[src/rtl/muldiv_seq_pkg.sv]
// Shared definitions for the sequential divide controller: FSM encoding,
// HI/LO result split and the Execute-stage divide opcodes.
package muldiv_seq_pkg;

    typedef enum logic [1:0] {
        ST_IDLE = 2'd0,
        ST_BUSY = 2'd1,
        ST_DONE = 2'd2
    } div_state_e;

    // Divider result layout is {remainder, quotient} = {HI, LO}
    localparam int HI_MSB = 63;
    localparam int HI_LSB = 32;
    localparam int LO_MSB = 31;
    localparam int LO_LSB = 0;

    localparam logic [7:0] EXE_DIV_OP  = 8'b0001_1010;
    localparam logic [7:0] EXE_DIVU_OP = 8'b0001_1011;

endpackage

[src/rtl/muldiv_seq.sv]
// Sequences a multi-cycle divider from the Execute stage: latches operands,
// stalls the front of the pipe, and writes HI/LO once when the result arrives.
module muldiv_seq
    import muldiv_seq_pkg::*;
#(
    parameter int TIMEOUT = 40,
    parameter int CNT_W   = 6
) (
    input  logic        clk,
    input  logic        rst,
    input  logic        div_req_e,
    input  logic        signed_e,
    input  logic [31:0] srca_e,
    input  logic [31:0] srcb_e,
    input  logic        flush_e,
    input  logic        div_ready,
    input  logic [63:0] div_result,
    output logic        div_start,
    output logic        div_annul,
    output logic        div_signed,
    output logic [31:0] div_op1,
    output logic [31:0] div_op2,
    output logic        stall_div,
    output logic        hilo_we,
    output logic [31:0] hi_wdata,
    output logic [31:0] lo_wdata,
    output logic        div_timeout,
    output logic [1:0]  state_dbg
);

    localparam logic [CNT_W-1:0] CNT_LAST = CNT_W'(TIMEOUT - 1);

    div_state_e       state_q, state_d;
    logic [CNT_W-1:0] cnt_q;
    logic             accept, capture, expire;

    // Valid/ready: the divider consumes div_op*/div_signed while div_start is
    // high; div_ready is a one-shot result valid, taken in BUSY unless flushed.
    always_comb begin
        state_d   = state_q;
        div_start = 1'b0;
        div_annul = 1'b0;
        stall_div = 1'b0;
        hilo_we   = 1'b0;
        accept    = 1'b0;
        capture   = 1'b0;
        expire    = 1'b0;
        case (state_q)
            ST_IDLE: begin
                if (div_req_e && !flush_e) begin
                    accept    = 1'b1;
                    stall_div = 1'b1;
                    state_d   = ST_BUSY;
                end
            end
            ST_BUSY: begin
                stall_div = 1'b1;
                if (flush_e) begin
                    div_annul = 1'b1;
                    state_d   = ST_IDLE;
                end else if (div_ready) begin
                    div_start = 1'b1;
                    capture   = 1'b1;
                    state_d   = ST_DONE;
                end else if (cnt_q == CNT_LAST) begin
                    div_annul = 1'b1;
                    expire    = 1'b1;
                    state_d   = ST_IDLE;
                end else begin
                    div_start = 1'b1;
                end
            end
            ST_DONE: begin
                // Stall released here so the DIV leaves Execute; the request is ignored
                hilo_we = 1'b1;
                state_d = ST_IDLE;
            end
            default: state_d = ST_IDLE;
        endcase
        if (rst) begin
            div_start = 1'b0;
            div_annul = 1'b0;
            stall_div = 1'b0;
            hilo_we   = 1'b0;
        end
    end

    always_ff @(posedge clk) begin
        if (rst) begin
            state_q     <= ST_IDLE;
            cnt_q       <= '0;
            div_op1     <= '0;
            div_op2     <= '0;
            div_signed  <= 1'b0;
            hi_wdata    <= '0;
            lo_wdata    <= '0;
            div_timeout <= 1'b0;
        end else begin
            state_q <= state_d;
            if (accept) begin
                div_op1    <= srca_e;
                div_op2    <= srcb_e;
                div_signed <= signed_e;
                cnt_q      <= '0;
            end else if (state_q == ST_BUSY) begin
                cnt_q <= cnt_q + CNT_W'(1);
            end
            if (capture) begin
                hi_wdata <= div_result[HI_MSB:HI_LSB];
                lo_wdata <= div_result[LO_MSB:LO_LSB];
            end
            if (expire) begin
                div_timeout <= 1'b1;
            end
        end
    end

    assign state_dbg = state_q;

endmodule

[config.mk]
export PLATFORM = sky130hd
export DESIGN_NAME = muldiv_seq
export DESIGN_NICKNAME = d
export VERILOG_FILES = /design/src/rtl/muldiv_seq_pkg.sv /design/src/rtl/muldiv_seq.sv
export SDC_FILE = /design/constraint.sdc
export NUM_CORES = 1
export LEC_CHECK = 0
export BUFFER_PORTS_ARGS = -buffer_cell sky130_fd_sc_hd__buf_2
export CORE_ASPECT_RATIO = 1.1
export CORE_MARGIN = 5
export CORE_UTILIZATION = 42
export CTS_BUF_LIST = sky130_fd_sc_hd__clkbuf_8
export CTS_CLUSTER_DIAMETER = 50
export DETAILED_ROUTE_END_ITERATION = 7
export PLACE_DENSITY = 0.85
export REMOVE_ABC_BUFFERS = 1
export SYNTH_ARGS = -nofsm -noshare
export SYNTH_HDL_FRONTEND = slang
export SYNTH_SLANG_ARGS = --single-unit
[constraint.sdc]
create_clock -name clk -period 1.6 [get_ports clk]
set_clock_uncertainty 0.1 [all_clocks]
set_input_delay 0.08 -clock clk [delete_from_list [all_inputs] [get_ports clk]]
set_output_delay 0.08 -clock clk [all_outputs]
set_load 0.01 [all_outputs]
==> results of run 1 <==
## cells in the mapped netlist, types with 3 or more instances
cell type  instances  area [um^2]
nand2_1          228          856
dfxtp_1          138         2760
a21oi_1          103          515
a21oi_2           30          263
nand2_2           30          188
clkbuf_1          18         67.6
buf_2             12         60.1
buf_1             10         37.5
buf_6              5         56.3
nor2_1             4         15.0
or3_1              4         25.0
inv_1              3         11.3
o21ai_0            3         15.0
## cell families (layout without fill, tap and decap cells)
kind of cell             after synthesis  after routing  synth area share, %
multiplexers                           1              1                0.197
flip-flops                           138            138                 54.5
AO/OA/AOI/OAI                        140            140                 16.2
other                                  0              3                    0
adder cells (fa/ha/maj)                1              1                0.247
XOR/XNOR                               2              2                0.345
buffers and inverters                 49            471                 4.69
AND/OR/NAND/NOR                      283            283                 23.8
## area by class of cell
class	count	area (um^2)	share of cell area, %
Timing Repair Buffer	437	3170	34.7
Sequential cell	138	2770	30.4
Multi-Input combinational cell	427	2640	28.9
Clock buffer	21	289	3.17
Tap cell	154	193	2.11
Clock inverter	10	53.8	0.589
Inverter	3	11.3	0.123
Antenna cell	3	7.51	0.0822
## where the power goes
part | switching (W) | leakage [nW] | internal, W | total (W)
logic | 0.000601 | 2.71 | 0.000589 | 0.00119
clock network | 0.00131 | 0.183 | 0.00120 | 0.00250
registers | 0.0000684 | 1.12 | 0.00353 | 0.00360
## state kept, by name (all words and copies together) (netlist names)
| name | count |
|---|---|
| div_timeout | 1 |
| lo_wdata | 32 |
| state_dbg | 2 |
| div_op1 | 32 |
| div_signed | 1 |
| hi_wdata | 32 |
| div_op2 | 32 |
| cnt_q | 6 |
## how the worst max path moves through the flow
stage	from	end	slack [ns]	depth (start not counted)
3_3_place_gp	state_dbg[1]$_SDFFE_PP0P_	div_op1[3]$_SDFFE_PP0P_	0.06	4
2_1_floorplan	state_dbg[1]$_SDFFE_PP0P_	div_op1[11]$_SDFFE_PP0P_	-4.41	3
5_1_grt	state_dbg[1]$_SDFFE_PP0P_	lo_wdata[30]$_SDFFE_PP0P_	-0.27	8
3_5_place_dp	state_dbg[1]$_SDFFE_PP0P_	div_op2[2]$_SDFFE_PP0P_	0.005	5
6_report	state_dbg[1]$_SDFFE_PP0P_	lo_wdata[30]$_SDFFE_PP0P_	-0.22	8
4_1_cts	state_dbg[1]$_SDFFE_PP0P_	div_annul	-0.21	5
## through the flow
step                      util, %  setup WS (ns)  cell area, um^2
after floorplan                 -          -4.41             4840
after global placement       55.2         0.0585             6580
after detailed placement     55.2        0.00474             6580
after CTS                    70.0         -0.211             8350
after global routing         76.5         -0.271             9120
final                        76.5         -0.221             9130
## layer usage
metal  GRT usage (%)  part of all wire [%]  up-vias
li1                -                     -     2813
met1            29.3                    35     2959
met2            44.6                    49      501
met3            9.91                    11      123
met4            12.8                   5.0        0
met5               0                     0        -
## worst max-delay path, cell delays in order (launching register included)
cell      delay [ns]
dfxtp_2         0.33
buf_6           0.11
buf_4           0.12
buf_6           0.13
nor4bb_4        0.29
buf_6           0.22
buf_12          0.18
nand2_1         0.11
a21oi_2         0.16
## what timing repair did
item                                   in CTS  in global routing
setup endpoints to repair                   2                134
endpoints found under the hold margin     132                 13
gates cloned                                0                 11
hold buffers                              131                  1
buffers inserted                            6                  5
resized for setup                          19                154
pin swaps                                   6                 53
==> flow_results.org, run 1 <==
** STA
- In this run the tightest slew margin relative to its limit is 55.4%.
- Dividing the final minimum period by the clock period gives 114%.
- Shortest clock period the worst path allows after layout :: 1.82 ns
- Final hold slack :: -0.102 ns
- Setup repair after global routing could not meet its margin everywhere.
- For the pin with the worst max-slew slack, the measured transition is 0.666 ns.
- The number of failing hold endpoints at the final stage came to 3.
- Summed negative setup slack over all endpoints :: -16.74 ns
- Final number of max-transition violations :: 0
- Setup Viol. Count Final :: 135
- Setup ws final :: -0.221 ns
- Peak Freq :: 0.549 GHz

** Clock tree
- Clock tree synthesis selected as its root buffer the cell clkbuf_8.
- Number of buffers on the longest clock path :: 2
- Post-CTS clock slew at the launch and capture registers of the worst setup and hold paths :: 0.07 ns
- CTS built an H-tree with a depth of 4.
- TritonCTS built the clock tree.
- Counting the buffers created by CTS gives 17.
- Clock latency on the worst-skew pair :: 0.43 ns
- Number of clock sinks :: 138

** Global routing
- Vias in the first global route :: 6159
- The first global-routing pass estimated 30800 um of wire.
- Antenna violations before repair :: 1
- Pin count of the biggest net entering global routing :: 77
- Leftover overflow at the end of global routing :: 0
- Across every metal layer, demand over resource in global routing totals 26.5%.

** Min path
- Worst hold stages :: 2
- WHS Endpoint :: state_dbg[0]$_SDFFE_PP0P_
- Startpoint of the tightest hold check path :: rst
- The tightest min-delay check is of the input port to register type.

** Die
- Total Die Area :: 14400 um^2
- Effective utilization at floorplan :: 42.5%
- Die extent in y :: 125 um
- After floorplanning, the core was divided into 42 placement rows.
- For this design the top-level I/O count stands at 270.
- The die is 115 um wide.
- Area of the core region :: 11900 um^2

** Power
- Across the VDD grid, the largest voltage drop is 0.637 mV.
- Tot Pwr :: 0.00730 W
- In this run the power density over the cells is 799 nW/um^2.
- Pleak :: 4.01 nW

** Synth
- After synthesis, flip-flops and latches occupy 54.5% of the total area.
- Counting flops with a built-in enable in the synthesized netlist gives 0.
- During synthesis, Yosys emitted a total of 0 warnings.
- Async set-reset flop share out of synthesis :: 0%
- Synthesis produced 614 cells.
- The most used flip-flop cell after synthesis is dfxtp_1.
- Number of storage elements in the synthesis netlist :: 138
- Mean cell area of the mapped netlist :: 8.26 um^2
- The synthesized netlist contains 34 unique library cells.
- Area of the mapped netlist :: 5070 um^2

** Final layout
- Leading cell types in the layout, fill and taps excluded :: buf_2 (268), nand2_1 (183), dfxtp_1 (134)
- The library cell used most frequently in the layout, excluding fill and tap cells, is buf_2.
- Fill cell total of the finished layout :: 660
- Count of non-filler cells in the finished layout :: 1193
- The post-route netlist has 50.8% of its cells at a drive strength greater than 1.
- Area growth from synthesis to layout :: 80.0%
- At the end of the flow, the number of nets in the layout was 1159.

** Setup path
- Data on the critical path is required at its endpoint by 1.86 ns.
- Crit Path Category :: register to register
- Beginning of the worst register-to-register path :: state_dbg[1]$_SDFFE_PP0P_
- The worst setup path is launched from a register.
- Along the worst path, the maximum fanout reaches 16.
- Endpoint kind of the worst setup timing path :: register
- For the worst flop-to-flop path, the logic depth is 8.
- FF-to-FF End :: lo_wdata[30]$_SDFFE_PP0P_
- Reg2reg setup slack :: -0.22 ns
- Worst path arrival time :: 2.08 ns

** Placed design
- Buffers on Ports :: 269
- The number of placed instances, taps included, is 1005.
- Final weighted congestion in routability-driven placement :: 0.814
- After legalization and detailed placement, the total HPWL measured 10200 um.

** Drt
- Remaining antenna violation count :: 0
- After the first detailed-routing iteration, the DRC count stood at 591.
- The first detailed-routing pass took 5 iterations.
- Drt wl/cell :: 20.1 um
- Number of vias after detailed routing :: 6396
- DRC violation count after routing :: 0
- After detailed routing, the total wire length is 24000 um.
- Dividing the detail-routed via count by the number of cells gives 5.36.

** Run status
- The checks that failed: hold timing, setup timing.
- The flow ran to the end, but the final reports show violations.

** Run
- The tool flagged a number of max-cap violations equal to 0.
Power figures use the tool's default switching activity.
==> run 2, diff against run 1 <==
- RECOVER_POWER: not set -> 50
==> flow_results.org, run 2 (synthesis gave the netlist of run 1 again) <==
** Min path
- In this run the worst hold path is classified as input port to register.
- The hold-critical path depth came to 2 (unchanged).
- Startpoint of the tightest hold check path :: rst
- WHS Endpoint :: state_dbg[0]$_SDFFE_PP0P_

** Drt
- DRC violation count after routing :: 0 (unchanged)
- The number of DRC violations after detailed-routing iteration 0 came to 657 (+11%).
- The total length of routed wires was 24000 um (+0.25%).
- Drt wl/cell :: 20.1 um (+0.25%)
- The number of nets still failing antenna checks after routing was 0 (unchanged).
- The number of vias after detailed routing was 6408 (+0.19%).
- The routed via count divided by cell count came to 5.37 (+0.19%).
- The number of optimization iterations in the first detailed-route pass came to 5 (unchanged).

** Power
- The switching power was 0.00198 W (+0.26%).
- The switching share of total power came to 27.1% (+0.079 points).
- The power density normalized to cell area was 804 nW/um^2 (+0.63%).
- Tot Pwr :: 0.00729 W (about the same)
- The share of total power in combinational logic was 16.2% (about the same).
- The internal power came to 0.00531 W (-0.14%).
- The clock group share of total power came to 34.4% (about the same).
- The standby leakage power is 3.80 nW (-5.2%).
- The largest voltage drop on the vdd net was 0.639 mV (+0.33%).
- Share of total power in sequential cells :: 49.4% (about the same)

** STA
- Final number of max-transition violations :: 0 (unchanged)
- Unrepaired setup endpoints after global routing :: yes
- Slew of the pin with the lowest slew margin :: 0.662 ns (-0.00419 ns)
- The worst hold margin was -0.100 ns (+0.00205 ns).
- Final critical-path share of the clock period :: 113% (-0.51 points)
- The number of failing hold endpoints at the final stage was 3 (unchanged).
- Worst slew margin relative to its limit :: 55.7% (+0.28 points)
- The least setup slack across all paths after layout is -0.213 ns (+0.00814 ns).
- Peak Freq :: 0.552 GHz (+0.45%)
- Shortest clock period the worst path allows after layout :: 1.81 ns (-0.00814 ns)
- The number of setup violations in the final report was 135 (unchanged).

** Setup path
- STA classifies the critical path endpoint as a register.
- Crit Path Category :: register to register
- The startpoint identified for the worst register-to-register timing path is state_dbg[1]$_SDFFE_PP0P_.
- FF-to-FF End :: lo_wdata[30]$_SDFFE_PP0P_
- Reg2reg setup slack :: -0.21 ns (about the same)
- The depth of the most critical reg-to-reg path came to 8 (unchanged).
- Origin of the worst setup path :: state_dbg[1]$_SDFFE_PP0P_
- Worst path arrival time :: 2.08 ns (about the same)
- The endpoint required time on the critical path is 1.87 ns (about the same).
- STA classifies the critical path startpoint as a register.
- Largest driver fanout on the critical path :: 16 (unchanged)

** Die
- The die height came to 125 um (unchanged).
- Number of primary I/O pins :: 270 (unchanged)
- The width of the chip is 115 um (unchanged).
- Total Die Area :: 14400 um^2 (unchanged)
- Area of the core region :: 11900 um^2 (unchanged)
- Core Rows :: 42 (unchanged)
- Effective utilization at floorplan :: 42.5% (unchanged)

** Placed design
- The total placed instance area was 6580 um^2 (unchanged).
- Half-perimeter wire length after placement :: 10200 um (unchanged)
- Final weighted congestion in routability-driven placement :: 0.814 (unchanged)
- Buffers on Ports :: 269 (unchanged)

** Final layout
- The fraction of layout instances using a drive strength above 1 is 46.1% (-4.6 points).
- The utilization of the core after routing was 76.0% (-0.50 points).
- Relative to the synthesized area, the layout overhead comes to 78.8%.
- Leaving out fill and tap cells, the most frequent cells in the layout are buf_2 (220), nand2_1 (183), dfxtp_1 (134).
- Final net count :: 1159 (unchanged)
- The library cell used most frequently in the layout, excluding fill and tap cells, is buf_2.
- The area of all placed cells without fillers came to 9070 um^2 (-0.66%).

** Clock tree
- The number of buffers added by the clock tree synthesis step was 17 (unchanged).
- Clock latency on the worst-skew pair :: 0.44 ns (about the same)
- TritonCTS built the clock tree.
- Number of clock sinks :: 138 (unchanged)
- The deepest level of the CTS H-tree was 4 (unchanged).
- Post-CTS clock slew at the launch and capture registers of the worst setup and hold paths :: 0.07 ns (about the same)
- Clock tree root buffer cell :: clkbuf_8
- The deepest clock path buffer count came to 2 (unchanged).

** Run status
- The run finished, with violations left.
- The checks that failed: hold timing, setup timing.

** Global routing
- Overall track demand over capacity in global routing :: 26.5% (unchanged)
- Antenna violations before repair :: 1 (unchanged)
- Pin count of the biggest net entering global routing :: 77 (unchanged)
- Leftover overflow at the end of global routing :: 0 (unchanged)
- Global-route wire length before repair :: 30800 um (unchanged)
- The via count of the first global-routing pass is 6159 (unchanged).

** Run
- The number of maximum-capacitance constraint violations is 0 (unchanged).
[run 2: routing by layer]
metal  wire length (um)  global-route usage (%)  vias to the layer above
met2              11600                    44.6                      505
met4               1270                    12.8                        0
met5                  0                       0                        -
met1               8290                    29.3                     2964
met3               2840                    9.91                      122
li1                   -                       -                     2817
[run 2: power groups by stage]
| stage | sequential, W | combinational, W | clock (W) |
|---|---|---|---|
| after floorplan | 0.00372 | 0.000226 | 0 |
| after global placement | 0.00367 | 0.000694 | 0 |
| after detailed placement | 0.00367 | 0.000702 | 0 |
| after CTS | 0.00359 | 0.000964 | 0.00252 |
| after global routing | 0.00361 | 0.00125 | 0.00270 |
| final | 0.00360 | 0.00118 | 0.00251 |
[run 2: worst max path at each step]
stage                                endpoint  slack [ns]  depth (start not counted)
global route        lo_wdata[30]$_SDFFE_PP0P_       -0.27                          8
detailed placement    div_op2[2]$_SDFFE_PP0P_       0.005                          5
CTS                                 div_annul       -0.21                          5
global placement      div_op1[3]$_SDFFE_PP0P_        0.06                          4
finish              lo_wdata[30]$_SDFFE_PP0P_       -0.21                          8
floorplan            div_op1[11]$_SDFFE_PP0P_       -4.41                          3
[run 2: stage by stage]
step / worst slack, ns / hold slack, ns / instances / TNS [ns]
after floorplan: -4.41 / 0.0424 / 568 / -534.27
after global placement: 0.0585 / 0.221 / 1005 / 0
after detailed placement: 0.00474 / 0.226 / 1005 / 0
after CTS: -0.211 / -0.113 / 1173 / -5.65
after global routing: -0.271 / -0.0962 / 1191 / -24.44
final: -0.213 / -0.100 / 1193 / -16.84
[run 2: repair_timing]
action,CTS,global route
endpoints found under the setup margin,2,134
hold endpoints to repair,132,13
gates cloned,0,11
gates resized for setup,19,154
hold buffers,131,1
pin swaps,6,53
buffers inserted,6,5
[run 2: cell type report]
class,instances,area [um^2]
timing repair buffer,437,3110
antenna,3,7.51
inverter,3,11.3
multi-input combinational,427,2640
sequential,138,2770
tap,154,193
clock inverter,10,53.8
clock buffer,21,289
fill,697,2860
[run 2: critical path: stages (launching register included)]
cell and delay [ns]:
dfxtp_2 0.33, buf_6 0.11, buf_4 0.12, buf_6 0.13, nor4bb_4 0.29, buf_6 0.22
buf_12 0.18, nand2_1 0.11, a21oi_2 0.15
==> run 3, diff against run 2 <==
- CELL_PAD_IN_SITES_DETAIL_PLACEMENT: not set -> 1
- CELL_PAD_IN_SITES_GLOBAL_PLACEMENT: not set -> 2
- CORE_UTILIZATION: 42 -> 22
- PLACE_DENSITY: 0.85 -> 0.83
==> flow_results.org, run 3 (synthesis gave the netlist of run 1 again) <==
** Setup path
- Largest driver fanout on the critical path :: 6 (-10)
- CP Launch Type :: register
- Data required time at the worst endpoint :: 1.86 ns (about the same)
- The worst register-to-register path begins at state_dbg[1]$_SDFFE_PP0P_.
- Worst path arrival time :: 2.12 ns (+0.04 ns)
- Reg2reg setup slack :: -0.26 ns (-0.05 ns)
- Depth of the worst register-to-register path :: 9 (+1)
- Crit Path Category :: register to register
- FF-to-FF End :: div_op1[31]$_SDFFE_PP0P_
- Endpoint kind of the worst setup timing path :: register

** Placed design
- Post-Place Cell Area :: 6850 um^2 (+4.0%)
- Post-placement cell count :: 1160 (+15%)
- The worst-case setup slack after placement was -0.0844 ns (-0.0892 ns).
- The half-perimeter wire length after placement is 13300 um (+29%).
- Buffers on Ports :: 269 (unchanged)
- Final weighted congestion in routability-driven placement :: 0.777 (-4.6%)

** Final layout
- The final-stage net count came to 1184 (+2.2%).
- In the layout the commonest cells are buf_2 (201), dfxtp_1 (134), nand2_1 (133), dlygate4sd3_1 (133), a21oi_2 (96).
- Count of non-filler cells in the finished layout :: 1362 (+14%)
- The multi-input gate area in the final layout was 3090 um^2 (+17%).
- Share of cells above drive strength 1 :: 50.2% (+4.1 points)
- The area growth from synthesis to layout is 101%.
- Fill cell total of the finished layout :: 2638 (+280%)
- The sequential cell area is 2770 um^2 (-0.18%).
- Most common library cell in the layout ignoring fill and taps :: buf_2
- Non-Filler Cell Area, Final :: 10200 um^2 (+13%)

** Global routing
- Overall track demand over capacity in global routing :: 16.8% (-9.8 points)
- The total grt overflow was 0 (unchanged).
- The global-route wire length before repair came to 35100 um (+14%).
- Pin count of the biggest net entering global routing :: 69 (-10%)
- The number of antenna violations at the first check in global routing is 0 (-1).
- Vias in the first global route :: 6533 (+6.1%)

** Die
- Total Die Area :: 26200 um^2 (+82%)
- Effective utilization at floorplan :: 22.3% (-20 points)
- The number of top-level pins came to 270 (unchanged).
- Core Rows :: 58 (+38%)
- The width of the chip was 155 um (+35%).
- The die height is 169 um (+35%).
- Area of the core region :: 22800 um^2 (+91%)

** Clock tree
- The number of sinks handled by clock tree synthesis came to 138 (unchanged).
- The deepest level of the CTS H-tree came to 4 (unchanged).
- The deepest clock path buffer count is 2 (unchanged).
- The latest clock arrival within the worst-skew pair came to 0.44 ns (about the same).
- The number of buffers added by the clock tree synthesis step is 17 (unchanged).
- TritonCTS built the clock tree.
- CTS placed an instance of clkbuf_8 at the clock tree root.
- The clock-pin transition on the worst setup and hold timing paths is 0.09 ns (+0.02 ns).

** Drt
- The number of nets still failing antenna checks after routing was 0 (unchanged).
- The number of vias after detailed routing came to 6038 (-5.8%).
- The remaining design rule violation count is 0 (unchanged).
- Iter 0 DRT Violations :: 157 (-76%)
- The post-detailed-route wirelength per cell was 18.7 um (-7.2%).
- Routed Wire Length :: 25500 um (+5.9%)
- The number of optimization iterations in the first detailed-route pass was 4 (-1).
- The routed via count divided by cell count is 4.43 (-17%).

** STA
- Setup ws final :: -0.264 ns (-0.0506 ns)
- The time the final worst path needs with I/O delays and setup is 1.86 ns (+0.0506 ns).
- The max-slew headroom at the worst pin was 47.2% (-8.5 points).
- Final critical-path share of the clock period :: 116% (+3.2 points)
- Slew of the pin with the lowest slew margin :: 0.790 ns (+0.128 ns)
- Setup repair after global routing could not meet its margin everywhere.
- The peak clock frequency supported by timing came to 0.537 GHz (-2.7%).
- The worst hold margin came to 0.0418 ns (+0.142 ns).
- The final max-slew violation count is 0 (unchanged).
- Number of failing hold endpoints at the final stage :: 0 (-3)
- Setup Viol. Count Final :: 129 (-4.4%)

** Power
- Tot Pwr :: 0.00801 W (+9.8%)
- Worst-case vdd ir drop :: 0.441 mV (-31%)
- Power per unit of standard cell area :: 785 nW/um^2 (-2.4%)
- The standby leakage power was 4.28 nW (+13%).

** Run status
- Status :: finished, violations left
- The final reports fail on setup timing.

** Min path
- Startpoint of the tightest hold check path :: rst
- WHS Endpoint :: state_dbg[1]$_SDFFE_PP0P_
- The tightest min-delay check is of the input port to register type.
- Worst hold stages :: 3 (+1)

** Run
- The number of maximum-capacitance constraint violations came to 0 (unchanged).
## run 3: changes by cell type in the layout (fill, tap and decap cells not counted), sizes merged
| cell | before | now |
|---|---|---|
| clkbuf | 74 | 93 |
| buf | 252 | 256 |
| bufinv | 0 | 2 |
| clkinv | 4 | 6 |
| clkinvlp | 3 | 1 |
| diode | 3 | 1 |
| dlygate4sd3 | 132 | 133 |
| inv | 6 | 5 |
## run 3: worst max-delay path by stage
stage                              start                   endpoint  slack (ns)  cells past startpoint
2_1_floorplan  state_dbg[1]$_SDFFE_PP0P_   div_op1[11]$_SDFFE_PP0P_       -4.41                      3
3_3_place_gp   state_dbg[1]$_SDFFE_PP0P_   div_op2[26]$_SDFFE_PP0P_       -0.08                      5
3_5_place_dp   state_dbg[0]$_SDFFE_PP0P_  lo_wdata[25]$_SDFFE_PP0P_       -0.08                      6
4_1_cts        state_dbg[1]$_SDFFE_PP0P_                  div_annul       -0.23                      5
5_1_grt        state_dbg[1]$_SDFFE_PP0P_   div_op1[31]$_SDFFE_PP0P_       -0.30                      9
6_report       state_dbg[1]$_SDFFE_PP0P_   div_op1[31]$_SDFFE_PP0P_       -0.26                      9
## run 3: metal layers
layer,up-vias,routed length (um),global-route usage [%]
li1,2867,-,-
met1,2865,9680,18.6
met2,260,13300,30.6
met3,46,1740,5.56
met4,0,758,5.07
met5,-,0,0
## run 3: final cells by class
cell class / instances / share of cell area, %
Antenna cell: 1 / 0.0245
Multi-Input combinational cell: 427 / 30.3
Sequential cell: 138 / 27.1
Clock inverter: 11 / 1.19
Timing Repair Buffer: 462 / 34.9
Clock buffer: 20 / 2.70
Tap cell: 300 / 3.68
Inverter: 3 / 0.110
## run 3: repair_timing
item | CTS | global route
setup buffers | 17 | 10
endpoints found under the setup margin | 81 | 139
endpoints found under the hold margin | 132 | 0
pin swaps | 17 | 165
gates cloned | 8 | 9
hold buffers | 133 | 0
resized for setup | 94 | 233
## run 3: critical path, cell delays in order (launching register included)
cell and delay [ns]:
dfxtp_2 0.35, buf_6 0.11, buf_4 0.12, buf_6 0.12
nor4b_4 0.29, buf_4 0.18, buf_8 0.13, buf_12 0.15
nand2_1 0.06, a21oi_1 0.18
## run 3: power breakdown
part	switching, W	leakage [nW]	internal, W
Combinational	0.000691	2.96	0.000744
Clock	0.00144	0.206	0.00150
Sequential	0.0000963	1.12	0.00354
Total	0.00223	4.28	0.00578
## run 3: stage by stage
stage | util [%] | setup TNS [ns]
floorplan | - | -534.27
global placement | 30.0 | -3.76
detailed placement | 30.0 | -4.49
CTS | 40.7 | -11.54
global route | 44.8 | -26.61
finish | 44.8 | -18.87
